## config.mk

```make
export PLATFORM = sky130hd
export DESIGN_NAME = serial_and_driver
export DESIGN_NICKNAME = d
export VERILOG_FILES = /design/src/rtl/serial_and_pkg.sv /design/src/rtl/nand_and.sv /design/src/rtl/serial_and_driver.sv
export SDC_FILE = /design/constraint.sdc
export NUM_CORES = 1
export LEC_CHECK = 0
export CELL_PAD_IN_SITES_DETAIL_PLACEMENT = 1
export CELL_PAD_IN_SITES_GLOBAL_PLACEMENT = 1
export CORE_MARGIN = 2
export CORE_UTILIZATION = 42
export CTS_CLUSTER_SIZE = 28
export DETAILED_ROUTE_END_ITERATION = 16
export GPL_TIMING_DRIVEN = 1
export PLACE_DENSITY = 0.93
export SYNTH_ARGS = -nofsm -noshare
export SYNTH_HDL_FRONTEND = slang
export SYNTH_SLANG_ARGS = --single-unit
export TNS_END_PERCENT = 30
```

## constraint.sdc

```tcl
create_clock -name clk -period 2 [get_ports clk]
set_input_delay 0.2 -clock clk [delete_from_list [all_inputs] [get_ports clk]]
set_output_delay 0.2 -clock clk [all_outputs]
set_load 0.05 [all_outputs]
```

## src/rtl/serial_and_pkg.sv

```systemverilog
// -----------------------------------------------------------------------------
// serial_and_pkg
// Shared definitions for the bit-serial AND driver:
//   - state_t      : FSM state encoding (IDLE / SHIFT / DONE)
//   - WIDTH_MIN/MAX: legal range of the operand width parameter
//   - parity32     : even-parity helper (XOR of all bits), used only when the
//                    optional parity output is built (SERIAL_AND_PARITY_EN)
// -----------------------------------------------------------------------------
package serial_and_pkg;

    typedef enum logic [1:0] {
        IDLE  = 2'd0,
        SHIFT = 2'd1,
        DONE  = 2'd2
    } state_t;

    localparam int WIDTH_MIN = 1;
    localparam int WIDTH_MAX = 32;

    // XOR of all bits; narrower vectors are zero-extended by the caller.
    function automatic logic parity32(input logic [31:0] v);
        return ^v;
    endfunction

endpackage

```

## src/rtl/nand_and.sv

```systemverilog
// -----------------------------------------------------------------------------
// nand_and
// Two-NAND AND cell: y = a AND b, built as NAND(a,b) followed by a NAND used
// as an inverter.
// Ports:
//   a, b : inputs
//   y    : a AND b
// -----------------------------------------------------------------------------
module nand_and (
    input  logic a,
    input  logic b,
    output logic y
);

    logic nand1_s;

    assign nand1_s = ~(a & b);
    assign y       = ~(nand1_s & nand1_s);

endmodule

```

## src/rtl/serial_and_driver.sv

```systemverilog
// -----------------------------------------------------------------------------
// serial_and_driver
// Bit-serial bitwise AND of two WIDTH-bit operands. An accepted operand pair is
// loaded into two shift registers; every SHIFT cycle the two LSBs pass through
// one nand_and cell and the cell output is shifted into the result MSB. After
// WIDTH SHIFT cycles the result is presented in DONE until the consumer takes it.
//
// Parameters:
//   WIDTH     : operand/result width, 1..32
// Ports:
//   clk       : clock, rising edge
//   rst_n     : asynchronous active-low reset
//   in_valid  : operand pair offered (ignored outside IDLE)
//   in_ready  : 1 in IDLE only
//   in_a,in_b : operands
//   out_valid : 1 in DONE only
//   out_ready : consumer takes the result (leaves DONE)
//   out_data  : result register (in_a AND in_b once DONE)
//   out_par   : XOR of out_data bits; only when SERIAL_AND_PARITY_EN is defined
// -----------------------------------------------------------------------------
module serial_and_driver
    import serial_and_pkg::*;
#(
    parameter int WIDTH = 8
) (
    input  logic             clk,
    input  logic             rst_n,
    input  logic             in_valid,
    output logic             in_ready,
    input  logic [WIDTH-1:0] in_a,
    input  logic [WIDTH-1:0] in_b,
    output logic             out_valid,
    input  logic             out_ready,
`ifdef SERIAL_AND_PARITY_EN
    output logic             out_par,
`endif
    output logic [WIDTH-1:0] out_data
);

    // Counter is one bit wider than needed for WIDTH-1 so it can never wrap.
    localparam int                CNT_W    = $clog2(WIDTH) + 1;
    localparam logic [CNT_W-1:0]  LAST_BIT = CNT_W'(WIDTH - 1);

    state_t             state_r;
    state_t             state_nxt_s;
    logic [CNT_W-1:0]   cnt_r;
    logic [WIDTH-1:0]   a_r;
    logic [WIDTH-1:0]   b_r;
    logic [WIDTH-1:0]   res_r;
    logic               bit_s;
    logic [WIDTH-1:0]   bit_msb_s;

    nand_and u_and (
        .a (a_r[0]),
        .b (b_r[0]),
        .y (bit_s)
    );

    // Place the cell output at the MSB position (works for WIDTH=1 as well).
    always_comb begin
        bit_msb_s            = '0;
        bit_msb_s[WIDTH-1]   = bit_s;
    end

    // FSM state register.
    always_ff @(posedge clk or negedge rst_n) begin
        if (!rst_n) begin
            state_r <= IDLE;
        end else begin
            state_r <= state_nxt_s;
        end
    end

    // FSM next-state logic.
    always_comb begin
        state_nxt_s = state_r;
        case (state_r)
            IDLE: begin
                if (in_valid) begin
                    state_nxt_s = SHIFT;
                end else begin
                    state_nxt_s = IDLE;
                end
            end
            SHIFT: begin
                if (cnt_r == LAST_BIT) begin
                    state_nxt_s = DONE;
                end else begin
                    state_nxt_s = SHIFT;
                end
            end
            DONE: begin
                // Returning to IDLE here means in_valid is not looked at on this edge.
                if (out_ready) begin
                    state_nxt_s = IDLE;
                end else begin
                    state_nxt_s = DONE;
                end
            end
            default: begin
                state_nxt_s = IDLE;
            end
        endcase
    end

    // FSM output decode (state_r is a register, so these are glitch-free).
    always_comb begin
        in_ready  = 1'b0;
        out_valid = 1'b0;
        case (state_r)
            IDLE:    in_ready  = 1'b1;
            SHIFT:   in_ready  = 1'b0;
            DONE:    out_valid = 1'b1;
            default: begin
                in_ready  = 1'b0;
                out_valid = 1'b0;
            end
        endcase
    end

    // Operand shift registers, result register and bit counter.
    always_ff @(posedge clk or negedge rst_n) begin
        if (!rst_n) begin
            cnt_r <= '0;
            a_r   <= '0;
            b_r   <= '0;
            res_r <= '0;
        end else begin
            case (state_r)
                IDLE: begin
                    if (in_valid) begin
                        cnt_r <= '0;
                        a_r   <= in_a;
                        b_r   <= in_b;
                        res_r <= '0;
                    end
                end
                SHIFT: begin
                    cnt_r <= cnt_r + 1'b1;
                    a_r   <= a_r >> 1'b1;
                    b_r   <= b_r >> 1'b1;
                    res_r <= (res_r >> 1'b1) | bit_msb_s;
                end
                DONE: begin
                    // Result held until consumed.
                    res_r <= res_r;
                end
                default: begin
                    cnt_r <= '0;
                    a_r   <= '0;
                    b_r   <= '0;
                    res_r <= '0;
                end
            endcase
        end
    end

    assign out_data = res_r;

`ifdef SERIAL_AND_PARITY_EN
    // res_r is 0 in reset, so parity is 0 there as well.
    assign out_par = parity32(32'(res_r));
`endif

endmodule

```

* After elaboration in Yosys (flattened, before gate mapping)
Cells that the tools add are included.
Storage, ports and cells: flip-flop bits (word level) 30, input bits 20, output and inout port bits 10, logic and storage cells 29
Operators by class: add/subtract/negate cells 1, equal/unequal tests 4, mux-type cells 14, bitwise gates (word level) 3, reduce and logical (&&, ||, !) cells 2
Operator list (number):
- $pmux W8 S3 | 3
- $mux W8 | 3
- $pmux W4 S3 | 1
- $or A7 B8 Y8 | 1
- $pmux W2 S3 | 1
- $add A4 B1 Y4 const B | 1
- $eq A4 B3 Y1 const B | 1
- $mux W2 | 2
- $mux W4 | 1
- $mux W1 | 3
- $eq A2 B1 Y1 const B | 1
- $eq A2 B2 Y1 const B | 1
- $logic_not A2 Y1 | 1
- $ne A2 B2 Y1 const B | 1
- $reduce_and A2 Y1 | 1
- $and A1 B1 Y1 | 1
- $not A1 Y1 | 1

* Logic depth before layout (Yosys ltp)
Gate-level depths: netlist of the first run.
word-level depth 3, depth in mapped cells 4, mapped depth without buffers 4

* Hierarchy
Synthesis of the first run repeated with hierarchy kept, for this count alone.
Unflattened totals: cells, all modules 125, area total of the unflattened synthesis 1390.1 um^2
Modules (own cells, without submodules):
- serial_and_driver | times used 1, cells an instance 124, area each 1383.8 um^2, seq. area each 750.7 um^2
- nand_and | times used 1, cells an instance 1, area each 6.3 um^2, seq. area each 0.0 um^2

* Worst setup path before layout of the first run
OpenSTA, ideal clock, no wires.
path kind reg2out, start reg state_r[0], end out in_ready, data arrival time 1389 ps, data required time 1800 ps, path slack 411 ps, cell stages (with the launch flop) 4, path buffers 2, cell sequence dfrtp_1 buf_2 buf_4 nor2_1
On the way: longest elaborated chain between the ends 2
Ends and longest elaborated chain:
- start: declaration | RTL line serial_and_driver.sv:44 | state_t state_r;
- start signal: assignment | RTL line serial_and_driver.sv:70 | state_r <= state_nxt_s;
- $logic_not A2 Y1 | RTL line serial_and_driver.sv:110 | case (state_r)
- $mux W1 | RTL line serial_and_driver.sv:110
- end: declaration | RTL line serial_and_driver.sv:29 | output logic in_ready,
No other way between the ends.

* Worst setup path in the final report of the first run
start reg res_r[2], in the netlist out_data[2], end out out_data[2]
RTL lines:
- start: declaration | RTL line serial_and_driver.sv:49 | logic [WIDTH-1:0] res_r;
- start signal: assignment | RTL line serial_and_driver.sv:142 | res_r <= (res_r >> 1'b1) | bit_msb_s;
- start signal: assignment | RTL line serial_and_driver.sv:146 | res_r <= res_r;
- end: declaration | RTL line serial_and_driver.sv:37 | output logic [WIDTH-1:0] out_data
No word-level cell between the ends.

==> run summary, run 1 <==
## Place
* 1680 um^2 — dpl cell area
* 0.712 — gp weighted congestion
* 2180 um — HPWL after detailed placement
* 29 — total of buffers placed on input and output ports

## Timing
* 0.254 ns — Hold Slack
* 1.04 ns — Tightest Pin Transition
* no — setup repair after global routing missed its margin
* 87.7% — post-route clock period utilization
* 0 — Setup Viol. Count Final
* 30.4% — relative max-transition margin
* 570 MHz — maximum clock frequency
* 0 — final count of hold timing violations
* 0.00875 ns — Clock Skews
* 0 — number of max-slew violations in the final report
* 1.75 ns — shortest period the worst path allows
* 0 ns — Fin Setup TNS

## Die
* 30 — number of top-level design ports
* 44.3% — starting density of the core
* 20 — site row count
* 60.8 um — Die Ht
* 3050 um^2 — placeable core region
* 3690 um^2 — area enclosed by the die boundary
* 60.8 um — overall die width

## Layout
* 57.0% — post-route core utilization
* dfrtp_1 — most common library cell in the layout ignoring fill and taps
* 1740 um^2 — post-route cell area
* 28.6% — layout-stage area growth over the synthesis result
* 12.4% — fraction of final layout cells sized beyond drive strength 1
* 30 x dfrtp_1, 27 x clkdlybuf4s50_1, 15 x o2bb2ai_1, 12 x a21oi_1 — top library cells by usage in the layout, fill and taps aside
* 165 — final layout net count
* 0 — antenna fix cells

## Clock tree
* 30 — clock tree sinks
* 0.33 ns — Skew-Pair Late Insertion Delay
* clkbuf_4 — Root Buffer Master
* 0 — count of hold buffers inserted by post-cts repair
* 0 — number of resized instances in the post-cts repair step
* 0 — buffers inserted by post-CTS timing repair
* 5 — cts bufs inserted
* 2 — CTS HTree Levels
* 2 — buffer levels on the longest clock path
* done — clock tree from TritonCTS
* 0.10 ns — register clock-pin slew on the reported worst setup and hold paths

## Yosys
* 30 — flops & latches, synth
* 1350 um^2 — area of the mapped netlist
* 12.0 um^2 — mean instance size in the synthesized netlist
* 55.5% — top-area cell type share of the netlist area
* 0 — count of synthesis-stage warnings from yosys
* dfrtp_1 — most area-hungry cell type in the Yosys netlist
* 55.5% — share of synthesized area occupied by flip-flops and latches
* 27 — Unique masters post-synth
* 113 — Synth Instances
* 134 — number of nets produced by synthesis
* dfrtp_1 56%, o2bb2ai_1 9.7%, a22o_1 5.8% — cell types occupying the most area after synthesis

## GRT
* 0 — overflow left after global routing
* 31 — maximum number of pins on one net before global-route repair
* 5360 um — global-route wire length before repair
* 20.1% — aggregate global-route resource usage
* 0 — antenna violations before repair
* 1122 — via count of the first global-routing pass

## Critical path
* 1.80 ns — critical path required time
* 2 — reg2reg path depth
* out_data[2] — CP Capture Point
* 0.28 ns — worst reg-to-reg setup slack
* clkdlybuf4s50_1 — critical-path cell with the highest stage delay
* flip-flop to output pin — critical path class
* 1 — worst path buffer plus inverter count
* flip-flop — crit start category
* 3 — Max Fanout on Critical Path
* clkdlybuf4s50_1 — cell breakdown of the critical path
* output pin — Crit. End Element
* buffers and inverters — cell family with the largest share of critical-path delay
* 0.82 ns — delay of the slowest cell on the worst path
* 1.55 ns — data arrival time of the critical path
* cnt_r[0]$_DFFE_PN0P_ — capture point of the worst reg-to-reg path
* 1 — total stage count of the critical path
* out_data[2]$_DFFE_PN0P_ — launch point of the worst path
* state_r[0]$_DFF_PN0_ — Reg-to-Reg Start

## Detailed routing
* 4 — detailed-router iteration count before antenna repair
* 1036 — overall via count from detail_route
* 0 — remaining routing DRC violations
* 21 — Iteration-0 DRC Markers
* 16.7 um — WL/cell
* 0 — remaining antenna violation count
* 3160 um — total detailed-routing wirelength
* 5.48 — ratio of routed vias to standard cells

## Job
* 0 — # Max-Cap Violations

## Pwr
* 0.782 nW — Static Leakage
* 1270 nW/um^2 — Pwr per Cell Area
* 0.769 mV — worst vdd rail ir drop

## Hold path
* primary input to asynchronous set/reset pin — Worst Hold Class

## Outcome
* finished, final reports clean — outcome

==> kinds of logic after synthesis <==
kind of cell,count (synthesis),share of synthesized area (%)
buffers and inverters,10,4.72
adder cells (fa/ha/maj),1,0.925
multiplexers,1,0.833
AND/OR/NAND/NOR,27,13.4
AO/OA/AOI/OAI,44,24.6
flip-flops,30,55.5
==> flip-flops by register name, summed over array words and instances (netlist names) <==
signal	cells
a_r	8
b_r	8
out_data	8
cnt_r	4
state_r	2
==> per-layer routing <==
layer | vias up | global-route usage, % | share of wire (%)
li1 | 487 | - | -
met1 | 509 | 25.1 | 45
met2 | 31 | 33.2 | 48
met3 | 9 | 4.69 | 5.2
met4 | 0 | 9.32 | 2.2
met5 | - | 0 | 0
==> where the power goes <==
part / switching, mW / total (mW) / internal [mW]
registers: 0.154 / 0.959 / 0.805
logic: 0.498 / 0.870 / 0.372
clock network: 0.210 / 0.378 / 0.169
total: 0.862 / 2.21 / 1.35
==> Yosys cell counts <==
| library cell | n |
|---|---|
| nor3_1 | 1 |
| nand2_1 | 4 |
| a22o_1 | 9 |
| nor2b_1 | 2 |
| mux2_2 | 1 |
| nand2b_1 | 2 |
| nor2_1 | 2 |
| nor2_2 | 1 |
| o2bb2ai_1 | 15 |
| a32o_1 | 1 |
| a21oi_1 | 12 |
| inv_1 | 1 |
| a211o_1 | 1 |
| clkbuf_1 | 2 |
| nand3b_1 | 1 |
| ha_1 | 1 |
| buf_6 | 2 |
| and3_1 | 1 |
| buf_4 | 2 |
| nand3_1 | 1 |
| a22oi_1 | 5 |
| o22ai_1 | 1 |
| and3b_1 | 9 |
| and2b_1 | 1 |
| buf_2 | 3 |
| dfrtp_1 | 30 |
| nor2b_2 | 2 |
==> through the flow <==
stage                     cells  setup WS, ns  power (mW)
after global placement      181         0.152        1.78
final                       189         0.247        2.21
after global routing        189         0.160        2.36
after CTS                   189         0.221        2.22
after detailed placement    181        0.0540        1.84
after floorplan             113         0.411        1.59
==> layout make-up <==
type	instances	area (um^2)
sequential	30	751
tap	44	55.1
clock buffer	6	51.3
timing repair buffer	33	328
fill	323	1310
clock inverter	2	12.5
multi-input combinational	73	538
inverter	1	3.75
==> worst min-delay path by stage <==
stage | cells after the start | slack (ns) | endpoint
after floorplan | 0 | -0.1 | a_r[0]$_DFFE_PN0P_
after global placement | 1 | 0.47 | a_r[2]$_DFFE_PN0P_
after detailed placement | 1 | 0.47 | a_r[1]$_DFFE_PN0P_
after CTS | 2 | 0.26 | state_r[1]$_DFF_PN0_
after global routing | 2 | 0.26 | state_r[1]$_DFF_PN0_
final | 2 | 0.25 | state_r[1]$_DFF_PN0_
Note: power is estimated with default switching activity, not from simulation.
==> inputs of run 2 (changes only) <==
--- a/config.mk
+++ b/config.mk
@@ -8,11 +8,12 @@
 export CELL_PAD_IN_SITES_DETAIL_PLACEMENT = 1
 export CELL_PAD_IN_SITES_GLOBAL_PLACEMENT = 1
 export CORE_MARGIN = 2
-export CORE_UTILIZATION = 42
+export CORE_UTILIZATION = 44
+export CTS_BUF_LIST = sky130_fd_sc_hd__clkbuf_8
 export CTS_CLUSTER_SIZE = 28
 export DETAILED_ROUTE_END_ITERATION = 16
 export GPL_TIMING_DRIVEN = 1
-export PLACE_DENSITY = 0.93
+export PLACE_DENSITY = 0.95
 export SYNTH_ARGS = -nofsm -noshare
 export SYNTH_HDL_FRONTEND = slang
 export SYNTH_SLANG_ARGS = --single-unit
==> constraint.sdc (replaced) <==
create_clock -name clk -period 2.2 [get_ports clk]
set_input_delay 0.22 -clock clk [delete_from_list [all_inputs] [get_ports clk]]
set_output_delay 0.22 -clock clk [all_outputs]
set_load 0.05 [all_outputs]
==> run 2 against run 1 <==
  * Global-route usage rose by 1.4 points
  * Sequential cell count unchanged
  * Sequential share of layout area fell by 1.3 points
  * Largest cell class unchanged
  * Clock skew is 0.0013 ns higher
  * Highest routed layer unchanged
  * Design area increased by 3.0%
  * Critical endpoint is now out_data[7]
  * Final cell count down 5.8%
  * Sequential power is 8.9% lower
  * Hold slack better by 0.070 ns
  * Largest power group unchanged
==> run summary, run 2 (synthesized netlist as in run 1, its figures left out) <==
## Critical path
* clkdlybuf4s50_1 — cell breakdown of the critical path
* 0.82 ns — delay of the slowest cell on the worst path, about the same
* 1 — worst path buffer plus inverter count, unchanged
* 0.50 ns — worst reg-to-reg setup slack, +0.22 ns
* 1.50 ns — data arrival time of the critical path, -0.05 ns
* state_r[0]$_DFF_PN0_ — Reg-to-Reg Start
* cnt_r[0]$_DFFE_PN0P_ — capture point of the worst reg-to-reg path
* flip-flop to output pin — critical path class
* output pin — Crit. End Element
* 2 — reg2reg path depth, unchanged
* 1 — total stage count of the critical path, unchanged
* clkdlybuf4s50_1 — critical-path cell with the highest stage delay
* 1.98 ns — critical path required time, +0.18 ns
* buffers and inverters — cell family with the largest share of critical-path delay
* flip-flop — crit start category
* 3 — Max Fanout on Critical Path, unchanged

## Outcome
* finished, final reports clean — outcome

## GRT
* 21.5% — aggregate global-route resource usage, +1.4 points
* 1147 — via count of the first global-routing pass, +2.2%
* 0 — antenna violations before repair, unchanged
* 0 — overflow left after global routing, unchanged
* 31 — maximum number of pins on one net before global-route repair, unchanged
* 5460 um — global-route wire length before repair, +1.9%

## Detailed routing
* 18 — Iteration-0 DRC Markers, -14%
* 5.78 — ratio of routed vias to standard cells, +5.4%
* 0 — remaining antenna violation count, unchanged
* 1028 — overall via count from detail_route, -0.77%
* 0 — remaining routing DRC violations, unchanged
* 3310 um — total detailed-routing wirelength, +4.8%
* 18.6 um — WL/cell, +11%
* 3 — detailed-router iteration count before antenna repair, -1

## Layout
* 1790 um^2 — post-route cell area, +3.0%
* 30 x dfrtp_1, 27 x clkdlybuf4s50_1, 15 x o2bb2ai_1, 12 x a21oi_1 — top library cells by usage in the layout, fill and taps aside
* 32.5% — layout-stage area growth over the synthesis result
* 305 — number of filler instances in the final layout, -5.6%
* 12.4% — fraction of final layout cells sized beyond drive strength 1, unchanged
* dfrtp_1 — most common library cell in the layout ignoring fill and taps
* 0 — antenna fix cells, unchanged
* 165 — final layout net count, unchanged

## Timing
* 1.00 ns — Tightest Pin Transition, -0.0377 ns
* 0 — Setup Viol. Count Final, unchanged
* 0 — number of max-slew violations in the final report, unchanged
* 33.0% — relative max-transition margin, +2.5 points
* 1.72 ns — shortest period the worst path allows
* 0.0100 ns — Clock Skews, +0.00127 ns
* 78.2% — post-route clock period utilization
* 0 — final count of hold timing violations, unchanged
* 0 ns — Fin Setup TNS, unchanged
* no — setup repair after global routing missed its margin
* 581 MHz — maximum clock frequency

## Clock tree
* 30 — clock tree sinks, unchanged
* 2 — CTS HTree Levels, unchanged
* 0.07 ns — register clock-pin slew on the reported worst setup and hold paths, -0.03 ns
* 2 — buffer levels on the longest clock path, unchanged
* 0.29 ns — Skew-Pair Late Insertion Delay, -0.04 ns
* clkbuf_8 — Root Buffer Master
* done — clock tree from TritonCTS
* 0 — number of resized instances in the post-cts repair step, unchanged
* 0 — count of hold buffers inserted by post-cts repair, unchanged
* 5 — cts bufs inserted, unchanged
* 0 — buffers inserted by post-CTS timing repair, unchanged

## Hold path
* primary input to asynchronous set/reset pin — Worst Hold Class

## Place
* 2110 um — HPWL after detailed placement, -2.8%
* 1650 um^2 — dpl cell area, -1.6%
* 29 — total of buffers placed on input and output ports, unchanged
* 0.716 — gp weighted congestion, +0.59%

## Pwr
* 0.781 mV — worst vdd rail ir drop, +1.5%
* 33.5% — power share of the combinational group, -5.9 points
* 1320 nW/um^2 — Pwr per Cell Area, +4.1%
* 34.5% — switching share of total power, -4.6 points
* 36.9% — register share of total power, -6.6 points
* 1.55 mW — Int Pwr, +15%
* 29.6% — clock network power share, +13 points
* 0.817 nW — Static Leakage, +4.4%
* 0.817 mW — P_sw, -5.2%

## Die
* 59.4 um — Die Ht, -2.1%
* 3530 um^2 — area enclosed by the die boundary, -4.3%
* 2980 um^2 — placeable core region, -2.5%
* 59.4 um — overall die width, -2.1%
* 45.4% — starting density of the core, +1.1 points
* 20 — site row count, unchanged
* 30 — number of top-level design ports, unchanged

## Job
* 0 — # Max-Cap Violations, unchanged

==> run 2: changes by cell type in the layout (fill, tap and decap cells not counted) <==
cell        previous run  this run
buf_12                 1         0
buf_4                  5         6
bufinv_16              0         2
clkbuf_4               5         0
clkbuf_8               1         6
clkinv_2               1         0
clkinvlp_4             1         0
==> run 2: cell type report <==
type                       instances  area [um^2]  share of cell area, %
sequential                        30          751                   41.9
clock buffer                       6         82.6                   4.61
multi-input combinational         73          538                   30.0
clock inverter                     2         60.1                   3.35
tap                               33         41.3                   2.30
timing repair buffer              33          315                   17.6
inverter                           1         3.75                  0.209
==> run 2: metal layers <==
metal,vias to the layer above,share of wire (%),GRT usage [%]
met2,27,51,36.3
met5,-,0,0
li1,487,-,-
met4,0,1.2,7.47
met1,508,42,25.1
met3,6,5.5,7.86
==> run 2: metrics by stage <==
step | hold slack, ns | total power, mW | setup WS (ns) | util (%) | instances
final | 0.324 | 2.37 | 0.480 | 60.2 | 178
after global routing | 0.349 | 2.49 | 0.414 | 60.2 | 178
after CTS | 0.327 | 2.39 | 0.467 | 60.2 | 178
after detailed placement | 0.477 | 1.67 | 0.246 | 55.4 | 170
after global placement | 0.474 | 1.62 | 0.327 | 55.4 | 170
after floorplan | -0.0756 | 1.45 | 0.591 | - | 113
==> run 2: worst max path at each step <==
stage	start	endpoint	slack [ns]
after global placement	in_valid	cnt_r[0]$_DFFE_PN0P_	0.33
after global routing	state_r[0]$_DFF_PN0_	cnt_r[0]$_DFFE_PN0P_	0.41
after CTS	out_data[7]$_DFFE_PN0P_	out_data[7]	0.47
final	out_data[7]$_DFFE_PN0P_	out_data[7]	0.48
after detailed placement	in_valid	cnt_r[0]$_DFFE_PN0P_	0.25
after floorplan	state_r[0]$_DFF_PN0_	in_ready	0.59
==> run 2: power by group through the flow <==
stage / registers [mW] / logic [mW] / clock network [mW]
after floorplan: 0.942 / 0.507 / 0
after global placement: 0.868 / 0.752 / 0
after detailed placement: 0.880 / 0.785 / 0
after CTS: 0.876 / 0.804 / 0.711
after global routing: 0.899 / 0.860 / 0.735
final: 0.874 / 0.793 / 0.702
